**config.mk**
```make
export PLATFORM = sky130hd
export DESIGN_NAME = fetch_queue
export DESIGN_NICKNAME = d
export VERILOG_FILES = /design/src/rtl/fetch_pkg.sv /design/src/rtl/instr_fifo.sv /design/src/rtl/fetch_queue.sv
export SDC_FILE = /design/constraint.sdc
export NUM_CORES = 1
export LEC_CHECK = 0
export ABC_AREA = 1
export CAP_MARGIN = 20
export CORE_ASPECT_RATIO = 0.75
export CORE_UTILIZATION = 59
export DETAILED_ROUTE_END_ITERATION = 10
export PLACE_DENSITY = 0.85
export SLEW_MARGIN = 20
export SYNTH_ARGS = -nofsm -noshare
export SYNTH_HDL_FRONTEND = slang
export SYNTH_HIERARCHICAL = 1
export SYNTH_SLANG_ARGS = --single-unit
```
**constraint.sdc**
```tcl
create_clock -name clk -period 12.4 [get_ports clk]
set_input_delay 1.24 -clock clk [delete_from_list [all_inputs] [get_ports clk]]
set_output_delay 1.24 -clock clk [all_outputs]
set_load 0.01 [all_outputs]
```
**src/rtl/fetch_pkg.sv**
```systemverilog
// Shared types and constants for the instruction-fetch front end.
package fetch_pkg;

  typedef enum logic [0:0] {
    F_IDLE = 1'b0,
    F_WAIT = 1'b1
  } fetch_state_t;

  localparam int PC_INC = 4;

endpackage

```
**src/rtl/instr_fifo.sv**
```systemverilog
// Show-ahead prefetch FIFO with synchronous flush; each entry holds {instr, pc}.
module instr_fifo #(
  parameter  int W     = 64,
  parameter  int DEPTH = 4,
  localparam int PW    = $clog2(DEPTH),
  localparam int CW    = PW + 1
) (
  input  logic          clk,
  input  logic          rst_n,
  input  logic          i_flush,
  input  logic          i_enq,
  input  logic [W-1:0]  i_data,
  input  logic          i_deq,
  output logic [W-1:0]  o_data,
  output logic [CW-1:0] o_count,
  output logic          o_full,
  output logic          o_empty
);

  logic [W-1:0]  r_mem [DEPTH];
  logic [PW-1:0] r_wr_ptr;
  logic [PW-1:0] r_rd_ptr;
  logic [CW-1:0] r_count;
  logic          w_do_enq;
  logic          w_do_deq;

  assign o_full   = (r_count == CW'(DEPTH));
  assign o_empty  = (r_count == '0);
  assign o_count  = r_count;
  assign o_data   = r_mem[r_rd_ptr];
  assign w_do_enq = i_enq & ~o_full;
  assign w_do_deq = i_deq & ~o_empty;

  // NOTE: sequential state uses non-blocking assignments so every register
  // samples pre-edge values regardless of block ordering.
  always_ff @(posedge clk or negedge rst_n) begin
    if (!rst_n) begin
      r_wr_ptr <= '0;
      r_rd_ptr <= '0;
      r_count  <= '0;
    end else if (i_flush) begin
      r_wr_ptr <= '0;
      r_rd_ptr <= '0;
      r_count  <= '0;
    end else begin
      if (w_do_enq) r_wr_ptr <= r_wr_ptr + PW'(1);
      if (w_do_deq) r_rd_ptr <= r_rd_ptr + PW'(1);
      case ({w_do_enq, w_do_deq})
        2'b10:   r_count <= r_count + CW'(1);
        2'b01:   r_count <= r_count - CW'(1);
        default: r_count <= r_count;
      endcase
    end
  end

  // NOTE: storage is deliberately not reset; occupancy alone decides validity,
  // which keeps the array mappable to plain RAM/flops without reset fan-out.
  always_ff @(posedge clk) begin
    if (w_do_enq && !i_flush) r_mem[r_wr_ptr] <= i_data;
  end

endmodule

```
**src/rtl/fetch_queue.sv**
```systemverilog
// Instruction-fetch front end: owns the fetch PC, runs a one-outstanding
// request handshake with instruction memory and buffers hits for Stage D.
module fetch_queue
  import fetch_pkg::*;
#(
  parameter  int            AW       = 32,
  parameter  int            IW       = 32,
  parameter  int            DEPTH    = 4,
  parameter  logic [AW-1:0] RESET_PC = '0,
  localparam int            CW       = $clog2(DEPTH) + 1
) (
  input  logic          clk,
  input  logic          reset,
  output logic          instrreq,
  output logic [AW-1:0] instradr,
  input  logic [IW-1:0] instrF,
  input  logic          hit,
  input  logic          abort,
  input  logic          redirect,
  input  logic [AW-1:0] redirect_pc,
  input  logic          deq,
  output logic          instr_valid,
  output logic [IW-1:0] instrD,
  output logic [AW-1:0] pcD,
  output logic [AW-1:0] pc4D,
  output logic [CW-1:0] count,
  output logic          full
);

  fetch_state_t        r_state;
  logic                r_squash;
  logic                r_instrreq;
  logic [AW-1:0]       r_instradr;
  logic [AW-1:0]       r_fetch_pc;

  logic                w_resp;
  logic                w_enq;
  logic                w_empty;
  logic                w_full;
  logic                w_deq_eff;
  logic [CW-1:0]       w_count;
  logic [CW-1:0]       w_post_count;
  logic [AW-1:0]       w_next_pc;
  logic [IW+AW-1:0]    w_head;

  // Abort wins over hit when both arrive together.
  assign w_resp       = hit | abort;
  assign w_enq        = (r_state == F_WAIT) & hit & ~abort & ~r_squash & ~redirect;
  assign w_deq_eff    = deq & ~w_empty;
  assign w_post_count = w_count + CW'(1) - CW'(w_deq_eff);
  assign w_next_pc    = r_instradr + AW'(PC_INC);

  instr_fifo #(
    .W     (IW + AW),
    .DEPTH (DEPTH)
  ) u_fifo (
    .clk     (clk),
    .rst_n   (reset),
    .i_flush (redirect),
    .i_enq   (w_enq),
    .i_data  ({instrF, r_instradr}),
    .i_deq   (deq),
    .o_data  (w_head),
    .o_count (w_count),
    .o_full  (w_full),
    .o_empty (w_empty)
  );

  always_ff @(posedge clk or negedge reset) begin
    if (!reset) begin
      r_state    <= F_IDLE;
      r_squash   <= 1'b0;
      r_instrreq <= 1'b0;
      r_instradr <= RESET_PC;
      r_fetch_pc <= RESET_PC;
    end else begin
      r_instrreq <= 1'b0;
      case (r_state)
        F_IDLE: begin
          if (redirect) begin
            r_fetch_pc <= redirect_pc;
          end else if (!w_full) begin
            r_instrreq <= 1'b1;
            r_instradr <= r_fetch_pc;
            r_state    <= F_WAIT;
          end
        end
        F_WAIT: begin
          if (w_resp) begin
            if (redirect) begin
              r_fetch_pc <= redirect_pc;
              r_squash   <= 1'b0;
              r_state    <= F_IDLE;
            end else if (r_squash) begin
              // Response belonged to the pre-redirect stream; fetch the new target.
              r_squash   <= 1'b0;
              r_instrreq <= 1'b1;
              r_instradr <= r_fetch_pc;
            end else if (abort) begin
              r_instrreq <= 1'b1;
            end else begin
              r_fetch_pc <= w_next_pc;
              if (w_post_count < CW'(DEPTH)) begin
                r_instrreq <= 1'b1;
                r_instradr <= w_next_pc;
              end else begin
                r_state <= F_IDLE;
              end
            end
          end else if (redirect) begin
            r_squash   <= 1'b1;
            r_fetch_pc <= redirect_pc;
          end
        end
        default: r_state <= F_IDLE;
      endcase
    end
  end

  assign instrreq    = r_instrreq;
  assign instradr    = r_instradr;
  assign instr_valid = ~w_empty;
  assign instrD      = w_head[AW +: IW];
  assign pcD         = w_head[AW-1:0];
  assign pc4D        = w_head[AW-1:0] + AW'(PC_INC);
  assign count       = w_count;
  assign full        = w_full;

endmodule

```
Word level (Yosys, flattened, before mapping)
Memories as Yosys holds them, arrays and structs flattened.
Cells that the tools add are included.
{ "totals": {"out_inout_bits": 134, "romBits": 0, "latchBits": 0, "n_memories": 1, "ff_bits": 74, "inputBits": 70, "ramBits": 256} }
{ "classes": {"div": 0, "muxes": 34, "n_bitwise": 13, "n_eq_ne": 11, "n_mul": 0, "reduce_logical": 10, "shifts": 0, "n_addsub": 7, "n_lt_le_gt_ge": 1} }
{ "mem_list": {"columns": ["name", "depth", "width", "rd", "rd_ports_with_merged_regs", "write_ports", "line_no", "source"], "rows": [
  ["u_fifo.r_mem", 4, 64, 1, 0, 1, "instr_fifo.sv:20", "logic [W-1:0] r_mem [DEPTH];"]
]} }
{ "ops": {"columns": ["op", "n"], "rows": [
  ["$mux W32", 12],
  ["$pmux W32 S2", 2],
  ["$add A32 B3 Y32 const B", 2],
  ["$mux W1", 12],
  ["$mux W2", 4],
  ["$ne A4 B4 Y1 const B", 2],
  ["$and A1 B1 Y1", 6],
  ["$ne A2 B2 Y1 const B", 3],
  ["$not A1 Y1", 6],
  ["$pmux W3 S2", 1],
  ["$reduce_and A6 Y1", 1],
  ["$reduce_bool A2 Y1", 3],
  ["$add A2 B1 Y2 const B", 2],
  ["$pmux W1 S2", 2],
  ["$reduce_and A2 Y1", 2],
  ["$add A3 B1 Y3 const B", 1],
  ["$eq A3 B3 Y1 const B", 1],
  ["$logic_not A3 Y1", 1],
  ["$lt A3 B3 Y1 const B", 1],
  ["$mux W3", 1],
  ["$ne A3 B1 Y1 const B", 1],
  ["$ne A3 B2 Y1 const B", 1],
  ["$reduce_bool A3 Y1", 1],
  ["$sub A3 B1 Y3", 1],
  ["other kinds (7)", 7]
]} }

Logic depth before layout (Yosys ltp)
Gate-level depths: netlist (run 1).
{ "depth": {"ltp_word": 11, "mapped_depth": 15} }

Modules after synthesis
The synthesis (run 1) kept the hierarchy.
{ "by_module_without_submodules": {"columns": ["module", "instances", "area_per_inst_um2", "cells_per_inst"], "rows": [
  ["instr_fifo", 1, 9994.6, 689],
  ["fetch_queue", 1, 4944.7, 737]
]} }

Least setup slack after synthesis (run 1)
No wires, ideal clock.
{ "synth_timing": {"path_type": "input-to-reg", "from": "input port redirect", "to": "memory u_fifo.r_mem[0][0] (enable)", "cell_stages": 7, "t_arrival_ps": 4938, "setup_ps": 486, "slack_ps": 6975, "cell_sequence": "buf_2 buf_2 nor4_1 inv_1 a21oi_2 nand2_1 nor2_1"} }
{ "synth_between": {"elab_chain_len": 6, "word_cells_on_any_way": 7, "classes_between": "mux: 2; bitwise: 3; reduce/logical: 2"} }
{ "synth_rtl": {"columns": ["element", "line_no", "source"], "rows": [
  ["from (decl)", "fetch_queue.sv:19", "input logic redirect,"],
  ["$not A1 Y1", "fetch_queue.sv:48", "assign w_enq = (r_state == F_WAIT) & hit & ~abort & ~r_squash & ~redirect;"],
  ["$and A1 B1 Y1", "fetch_queue.sv:48", null],
  ["via w_enq", "fetch_queue.sv:37", "logic w_enq;"],
  ["$and A1 B1 Y1", "instr_fifo.sv:31", "assign w_do_enq = i_enq & ~o_full;"],
  ["$logic_and A1 B1 Y1", "instr_fifo.sv:59", "if (w_do_enq && !i_flush) r_mem[r_wr_ptr] <= i_data;"],
  ["$mux W1", "instr_fifo.sv:59", null],
  ["$mux W1 (implied by the code)", "instr_fifo.sv:59", null],
  ["to (decl)", "instr_fifo.sv:20", null]
]} }
The timed path passes the listed nets, and every way through them passes these cells.

Final worst setup path (run 1)
{ "layout_timing": {"from": "register u_fifo.r_rd_ptr[0]", "to": "output port pc4D[20]"} }
{ "layout_between": {"elab_chain_len": 2} }
{ "layout_rtl": {"columns": ["element", "line_no", "source"], "rows": [
  ["from (decl)", "instr_fifo.sv:22", "logic [PW-1:0] r_rd_ptr;"],
  ["from (signal assigned)", "instr_fifo.sv:47", "if (w_do_deq) r_rd_ptr <= r_rd_ptr + PW'(1);"],
  ["$mem_v2 Z4 W64", null, null],
  ["$add A32 B3 Y32", "fetch_queue.sv:125", "assign pc4D = w_head[AW-1:0] + AW'(PC_INC);"],
  ["to (decl)", "fetch_queue.sv:25", "output logic [AW-1:0] pc4D,"]
]} }
Every way passes these cells.

==> impl_metrics.tcl, run 1 <==
set metrics [dict create \
    fin_crit_sh 0.4960 \
    required_ns 11.16 \
    setup_viol 0 \
    antenna_found_initial 0 \
    maxCapViolCount 0 \
    cts_buffer_depth 3 \
    drc 0 \
    hold_path_class "flop to flop" \
    start_util 0.6000 \
    chipWidth_um 185.7 \
    final_nets 1681 \
    ctsResizeCount 0 \
    crit_family "buffers and inverters" \
    wl_um 38310 \
    cts.clk_slew.worst_paths_ns 0.06 \
    post-dp-hpwl_um 23970 \
    synthCells 1426 \
    rsz0062_at_grt "no" \
    setup_tns_ns 0 \
    ys_async_sr_fraction 0.2242 \
    cts_root_buf "clkbuf_16" \
    wl_per_cell_um 19.51 \
    synth_edf_count 256 \
    vias 11610 \
    avgViaCountPerCell 5.911 \
    std_cell_rows 50 \
    syn_area_mm2 0.01494 \
    dp.cells 1909 \
    io_buffers 203 \
    synthAdderAreaFrac 0.006365 \
    clock_skew_ns 0.01006 \
    grt_pass1_wl_um 59350 \
    crit_start "u_fifo/r_rd_ptr[0]" \
    synth_top_family_by_area "simple AND/OR/NAND/NOR gates" \
    synth_xor_area_frac 0.02563 \
    status "completed" \
    tightest_slew_ns 1.134 \
    ys.flop_type "edfxtp_1" \
    synth-seq-cells 330 \
    arrival_ns 4.91 \
    core_area_mm2 0.02490 \
    grt_usage 0.2966 \
    htreeDepth 1 \
    syn_to_final_growth_pct 20.39 \
    seq_area_frac_synth 0.6385 \
    hold_violations 0 \
    stdcell_count 1964 \
    crit_slowest_cell "buf_4" \
    crit_fanout 66 \
    grt_max_degree 115 \
    powerDensity_mw_per_mm2 207.6 \
    worst-path-buf-inv 3 \
    grt_pass1_vias 10810 \
    num_antenna_cells 0 \
    synthSimpleGateAreaFrac 0.1781 \
    timing.rr.start "r_state" \
    die_y_um 139.8 \
    slowest_delay_ns 0.68 \
    p_leak_nw 6.857 \
    cts_made_buffers 31 \
    drv_slew 0 \
    overflow 0 \
    yosys_warnings 6 \
    crit_chain "inv_4, buf_4, o21ai_0, o22ai_1, ha_1, nand3_2, nor2_1, nand2_1, nor2_4, nand2_1, nor2_1, xor2_1, clkdlybuf4s50_1" \
    fp.dieArea_mm2 0.02597 \
    p_total_mw 3.734 \
    worstSetupEndpointType "output pin" \
    fmax_mhz 162.6 \
    ir_drop_mv 0.1392 \
    ant_nets 0 \
    cts_sinks 330 \
    synth-compound-area-share 0.1020 \
    post_cts_buffers 0 \
    max_slew_margin 0.2443 \
    insertion_delay_ns 0.58 \
    min_from "r_fetch_pc[19]" \
    synth_nets 1503 \
    synth_cell_types 44 \
    drt_iter0_drc 1582 \
    startpoint_type "flop" \
    place_congestion 0.9050 \
    crit_type "flop to output pin" \
    ios 204 \
    fin_crit_ns 6.150 \
    cts_tree "done" \
    dr.pass1.iters 5 \
    final_util 0.7224 \
    drive_gt1_frac 0.06519 \
    cts_hold_buf 0 \
    syn_area_per_cell_um2 10.48 \
    synthMuxAreaShare 0.002010 \
    holdWs_ns 0.4842 \
]
[placed cells by master, fill, tap and decap left out, drive strengths merged, types with 5 or more instances in the layout]
cell           synthesis  routed
a21oi                 14      14
nor4                   5       5
o21ai                171     171
nand2                321     321
nand4                 10      10
xnor2                 17      17
buf                   47      13
clkdlybuf4s50          0     202
nand3b                 6       6
dfrtp                 74      74
nor2                 254     254
ha                     6       6
inv                   67      68
a22oi                  6       6
nand3                 29      29
clkinv                 0      13
edfxtp               256     256
o22ai                 75      75
clkbuf                23      38
xor2                  25      25
[layout make-up]
type | instances | area, um2
Multi-Input combinational cell | 959 | 4723
Inverter | 67 | 256.5
Clock inverter | 17 | 120.1
Clock buffer | 38 | 802.0
Fill cell | 1743 | 6913
Sequential cell | 330 | 9544
Tap cell | 338 | 422.9
Timing Repair Buffer | 215 | 2117
[flip-flops by register name, summed over array words and instances, names as in the netlist]
register and cells:
u_fifo/r_mem 256, u_fifo/o_count 3, instradr 32, r_state 1, u_fifo/r_wr_ptr 2, instrreq 1
r_squash 1, u_fifo/r_rd_ptr 2, r_fetch_pc 32
[worst min-delay path, delay by kind of cell (launching register included)]
kind / cells / cell delay (ns)
AND/OR/NAND/NOR: 2 / 0.10
flip-flops: 1 / 0.34
[metal layers]
metal	vias to the layer above	global-route usage	part of all wire
met2	734	0.4511	0.46
met1	5567	0.4516	0.41
met4	0	0.07291	0.018
met5	-	0	0
li1	5258	-	-
met3	51	0.04292	0.11
[power breakdown]
group / switching, mW / leakage (nW) / internal [mW] / total (mW)
Combinational: 0.752 / 3.19 / 0.531 / 1.28
Clock: 0.401 / 0.447 / 0.479 / 0.879
Sequential: 0.207 / 3.22 / 1.36 / 1.57
Total: 1.36 / 6.86 / 2.37 / 3.73
[kinds of logic (layout without fill, tap and decap cells)]
| kind of cell | count (synthesis) | in the layout |
|---|---|---|
| simple gates | 632 | 632 |
| flops | 330 | 330 |
| xor+xnor | 42 | 42 |
| compound gates | 275 | 275 |
| fa+ha+maj | 7 | 7 |
| mux | 3 | 3 |
| buf+inv | 137 | 337 |
[synth_stat cells, types with 2 or more instances]
master,instances,share of area
a21boi_0,2,0.0010
buf_2,24,0.0080
a22oi_1,6,0.0030
clkbuf_1,22,0.0055
o31ai_1,2,0.0010
o21ai_1,57,0.019
nand4_1,10,0.0042
nor3_1,3,0.0010
nand2_1,309,0.078
nor2_4,7,0.0053
mux2i_1,3,0.0020
nand3b_1,5,0.0025
nor2_2,6,0.0025
a21oi_2,2,0.0012
o21ai_2,2,0.0012
edfxtp_1,256,0.51
ha_1,6,0.0050
nand3_1,25,0.0084
nor2_1,239,0.060
o21ai_0,112,0.038
nand2_2,9,0.0038
nor4_1,5,0.0021
xnor2_1,17,0.010
a21oi_1,12,0.0040
xor2_2,2,0.0022
and2_1,3,0.0013
nand2_4,3,0.0023
buf_6,17,0.013
nand3_2,4,0.0027
inv_1,59,0.015
inv_2,7,0.0018
o22ai_1,75,0.031
dfrtp_1,74,0.12
nor2_8,2,0.0027
a31oi_1,3,0.0013
xor2_1,23,0.013
buf_4,6,0.0030
[final timing paths]
| check | end | slack, ns | cells past startpoint |
|---|---|---|---|
| worst max-delay path | pc4D[20] | 6.25 | 13 |
| worst min-delay path | r_fetch_pc[19] | 0.48 | 2 |
| worst max register to register | u_fifo/r_mem[0][34] | 9.15 | 7 |
| worst min register to register | r_fetch_pc[19] | 0.48 | 2 |
| max in group asynchronous | u_fifo/r_rd_ptr[0] | 10.77 | 2 |
| min in group asynchronous | r_fetch_pc[20] | 0.91 | 2 |
[through the flow]
stage	setup slack [ns]	area [um2]
floorplan	6.975	14940
global placement	7.138	17060
detailed placement	6.968	17060
CTS	6.328	17990
global route	5.775	17990
finish	6.250	17990
Power figures use the tool's default switching activity.
==> run 2: changes to the inputs <==
--- a/config.mk
+++ b/config.mk
@@ -8,9 +8,9 @@
 export ABC_AREA = 1
 export CAP_MARGIN = 20
 export CORE_ASPECT_RATIO = 0.75
-export CORE_UTILIZATION = 59
+export CORE_UTILIZATION = 50
 export DETAILED_ROUTE_END_ITERATION = 10
-export PLACE_DENSITY = 0.85
+export PLACE_DENSITY = 0.77
 export SLEW_MARGIN = 20
 export SYNTH_ARGS = -nofsm -noshare
 export SYNTH_HDL_FRONTEND = slang
==> constraint.sdc (replaced) <==
create_clock -name clk -period 5.3 [get_ports clk]
set_input_delay 0.53 -clock clk [delete_from_list [all_inputs] [get_ports clk]]
set_output_delay 0.53 -clock clk [all_outputs]
set_load 0.01 [all_outputs]
==> run 2 against run 1 <==
Effect of this change:
- sequential power up 140%
- hold slack got worse by 0.29 ns
- first-iteration DRC count is 21% lower
- setup slack got worse by 5.9 ns
- largest cell class unchanged
- largest power group unchanged
- register-to-register slack worse by 7.2 ns
- clock skew is 0.0047 ns higher
==> impl_metrics.tcl, run 2 (synthesis gave the netlist of run 1 again) <==
set metrics [dict create \
    drv_slew 0 \
    insertion_delay_ns 0.58 \
    wl_met2_um 17630 \
    maxCapViolCount 0 \
    std_cell_rows 54 \
    p_leak_nw 6.886 \
    start_util 0.5106 \
    layout_common_cells "nand2_1, edfxtp_1, nor2_1, clkdlybuf4s50_1, o21ai_0" \
    startpoint_type "flop" \
    status "completed" \
    grt_pass1_vias 10700 \
    fin_crit_ns 4.904 \
    timing.rr.start "r_squash" \
    fmax_mhz 203.9 \
    chipWidth_um 201.6 \
    io_buffers 203 \
    cts_buffer_depth 3 \
    r2r_end "u_fifo/r_mem[0][47]" \
    slowest_delay_ns 0.70 \
    max_slew_margin 0.2768 \
    cts.clk_slew.worst_paths_ns 0.06 \
    regMostFlops "u_fifo/r_mem" \
    powerDensity_mw_per_mm2 485.8 \
    cp.depth 12 \
    fill_cells 2319 \
    largest_reg_flops 256 \
    drt_iter0_drc 1248 \
    hold_path_class "primary input to asynchronous set/reset pin" \
    tightest_slew_ns 1.082 \
    overflow 0 \
    grt_usage 0.2564 \
    dr.pass1.iters 5 \
    worstSetupEndpointType "output pin" \
    crit_fanout 62 \
    arrival_ns 4.37 \
    die_y_um 151.7 \
    cts_sinks 330 \
    crit_chain "inv_4, o21ai_0, o22ai_1, nand3_2, inv_1, nand2_1, nor2_2, nand2_1, nor2_2, nand2_1, xnor2_1, clkdlybuf4s50_1" \
    wl_met1_um 17530 \
    wl_um 39620 \
    ff2ff_setup_slack_ns 1.94 \
    crit_slowest_cell "dfrtp_4" \
    cts_root_buf "clkbuf_16" \
    clock_skew_ns 0.01480 \
    final_common_cell "nand2_1" \
    cts_made_buffers 31 \
    drc 0 \
    drive_gt1_frac 0.06683 \
    htreeDepth 1 \
    wl_per_cell_um 19.58 \
    fin_crit_sh 0.9252 \
    fp.dieArea_mm2 0.03058 \
    hold_violations 0 \
    cts_hold_buf 0 \
    rr_worst_depth 8 \
    regArea_mm2 0.009544 \
    wl_met3_um 3792 \
    core_area_mm2 0.02926 \
    post-dp-hpwl_um 25170 \
    worst-path-buf-inv 3 \
    grt_max_degree 77 \
    num_antenna_cells 0 \
    post_cts_buffers 0 \
    antenna_found_initial 0 \
    final_nets 1684 \
    multi_input_area_mm2 0.004723 \
    crit_type "flop to output pin" \
    grt_pass1_wl_um 60590 \
    setup_viol 0 \
    avgViaCountPerCell 5.672 \
    ios 204 \
    ant_nets 0 \
    vias 11470 \
    cts_tree "done" \
    rsz0062_at_grt "no" \
    top_layer_used "met4" \
    ir_drop_mv 0.3439 \
    crit_family "buffers and inverters" \
    ctsResizeCount 0 \
    cpMostUsedCell "nand2_1" \
    place_congestion 0.8909 \
    required_ns 4.77 \
    syn_to_final_growth_pct 21.28 \
    setup_tns_ns 0 \
    holdWs_ns 0.1934 \
]
-- run 2: changes by cell type in the layout (fill, tap and decap cells not counted) --
| cell | before | now |
|---|---|---|
| clkinv_4 | 0 | 1 |
| buf_12 | 0 | 2 |
| clkbuf_8 | 0 | 1 |
| clkinvlp_4 | 2 | 1 |
| clkinv_1 | 8 | 5 |
| clkbuf_1 | 7 | 12 |
| clkinv_2 | 5 | 4 |
| buf_4 | 12 | 13 |
-- run 2: worst register-to-register path: stages, from the launching register on --
cell	delay (ns)
dfrtp_1	0.39
inv_1	0.12
nand2_4	0.24
nor4_1	0.39
inv_1	0.10
a21oi_2	0.24
nand2_1	0.29
nor2_4	0.78
buf_4	0.45
-- run 2: worst max-delay path by stage --
stage                       start                 end  slack [ns]
5_1_grt        u_fifo/r_rd_ptr[0]            pc4D[20]         0.1
3_5_place_dp   u_fifo/r_rd_ptr[0]            pc4D[20]        1.08
2_1_floorplan            redirect  u_fifo/r_mem[0][0]        0.59
4_1_cts        u_fifo/r_rd_ptr[0]            pc4D[20]        0.46
6_report       u_fifo/r_rd_ptr[0]            pc4D[23]        0.40
3_3_place_gp   u_fifo/r_rd_ptr[0]            pc4D[27]        1.18
-- run 2: power breakdown --
group / leakage [nW] / total, mW / internal (mW) / switching, mW
logic: 3.21 / 2.98 / 1.25 / 1.73
registers: 3.22 / 3.73 / 3.19 / 0.541
clock network: 0.455 / 2.09 / 1.15 / 0.942
-- run 2: final cells by class --
cell class / instances / share of cell area
multi-input cells: 959 / 0.2607
well taps: 392 / 0.02707
clock inverters: 13 / 0.005801
flip-flops and latches: 330 / 0.5268
repair buffers: 218 / 0.1195
clock buffers: 44 / 0.04606
inverters: 67 / 0.01416
-- run 2: routing by layer --
metal,vias up,GRT usage
met3,53,0.03892
li1,5262,-
met5,-,0
met2,634,0.3855
met4,0,0.05720
met1,5525,0.3931
-- run 2: through the flow --
step | setup WS (ns) | instance area [um2] | util | power [mW] | std cells
floorplan | 0.5852 | 14940 | - | 5.281 | 1426
global placement | 1.182 | 17180 | 0.5872 | 6.636 | 1966
detailed placement | 1.081 | 17180 | 0.5872 | 6.712 | 1966
CTS | 0.4560 | 18120 | 0.6193 | 8.787 | 2023
global route | 0.09609 | 18120 | 0.6193 | 9.230 | 2023
finish | 0.3965 | 18120 | 0.6193 | 8.802 | 2023
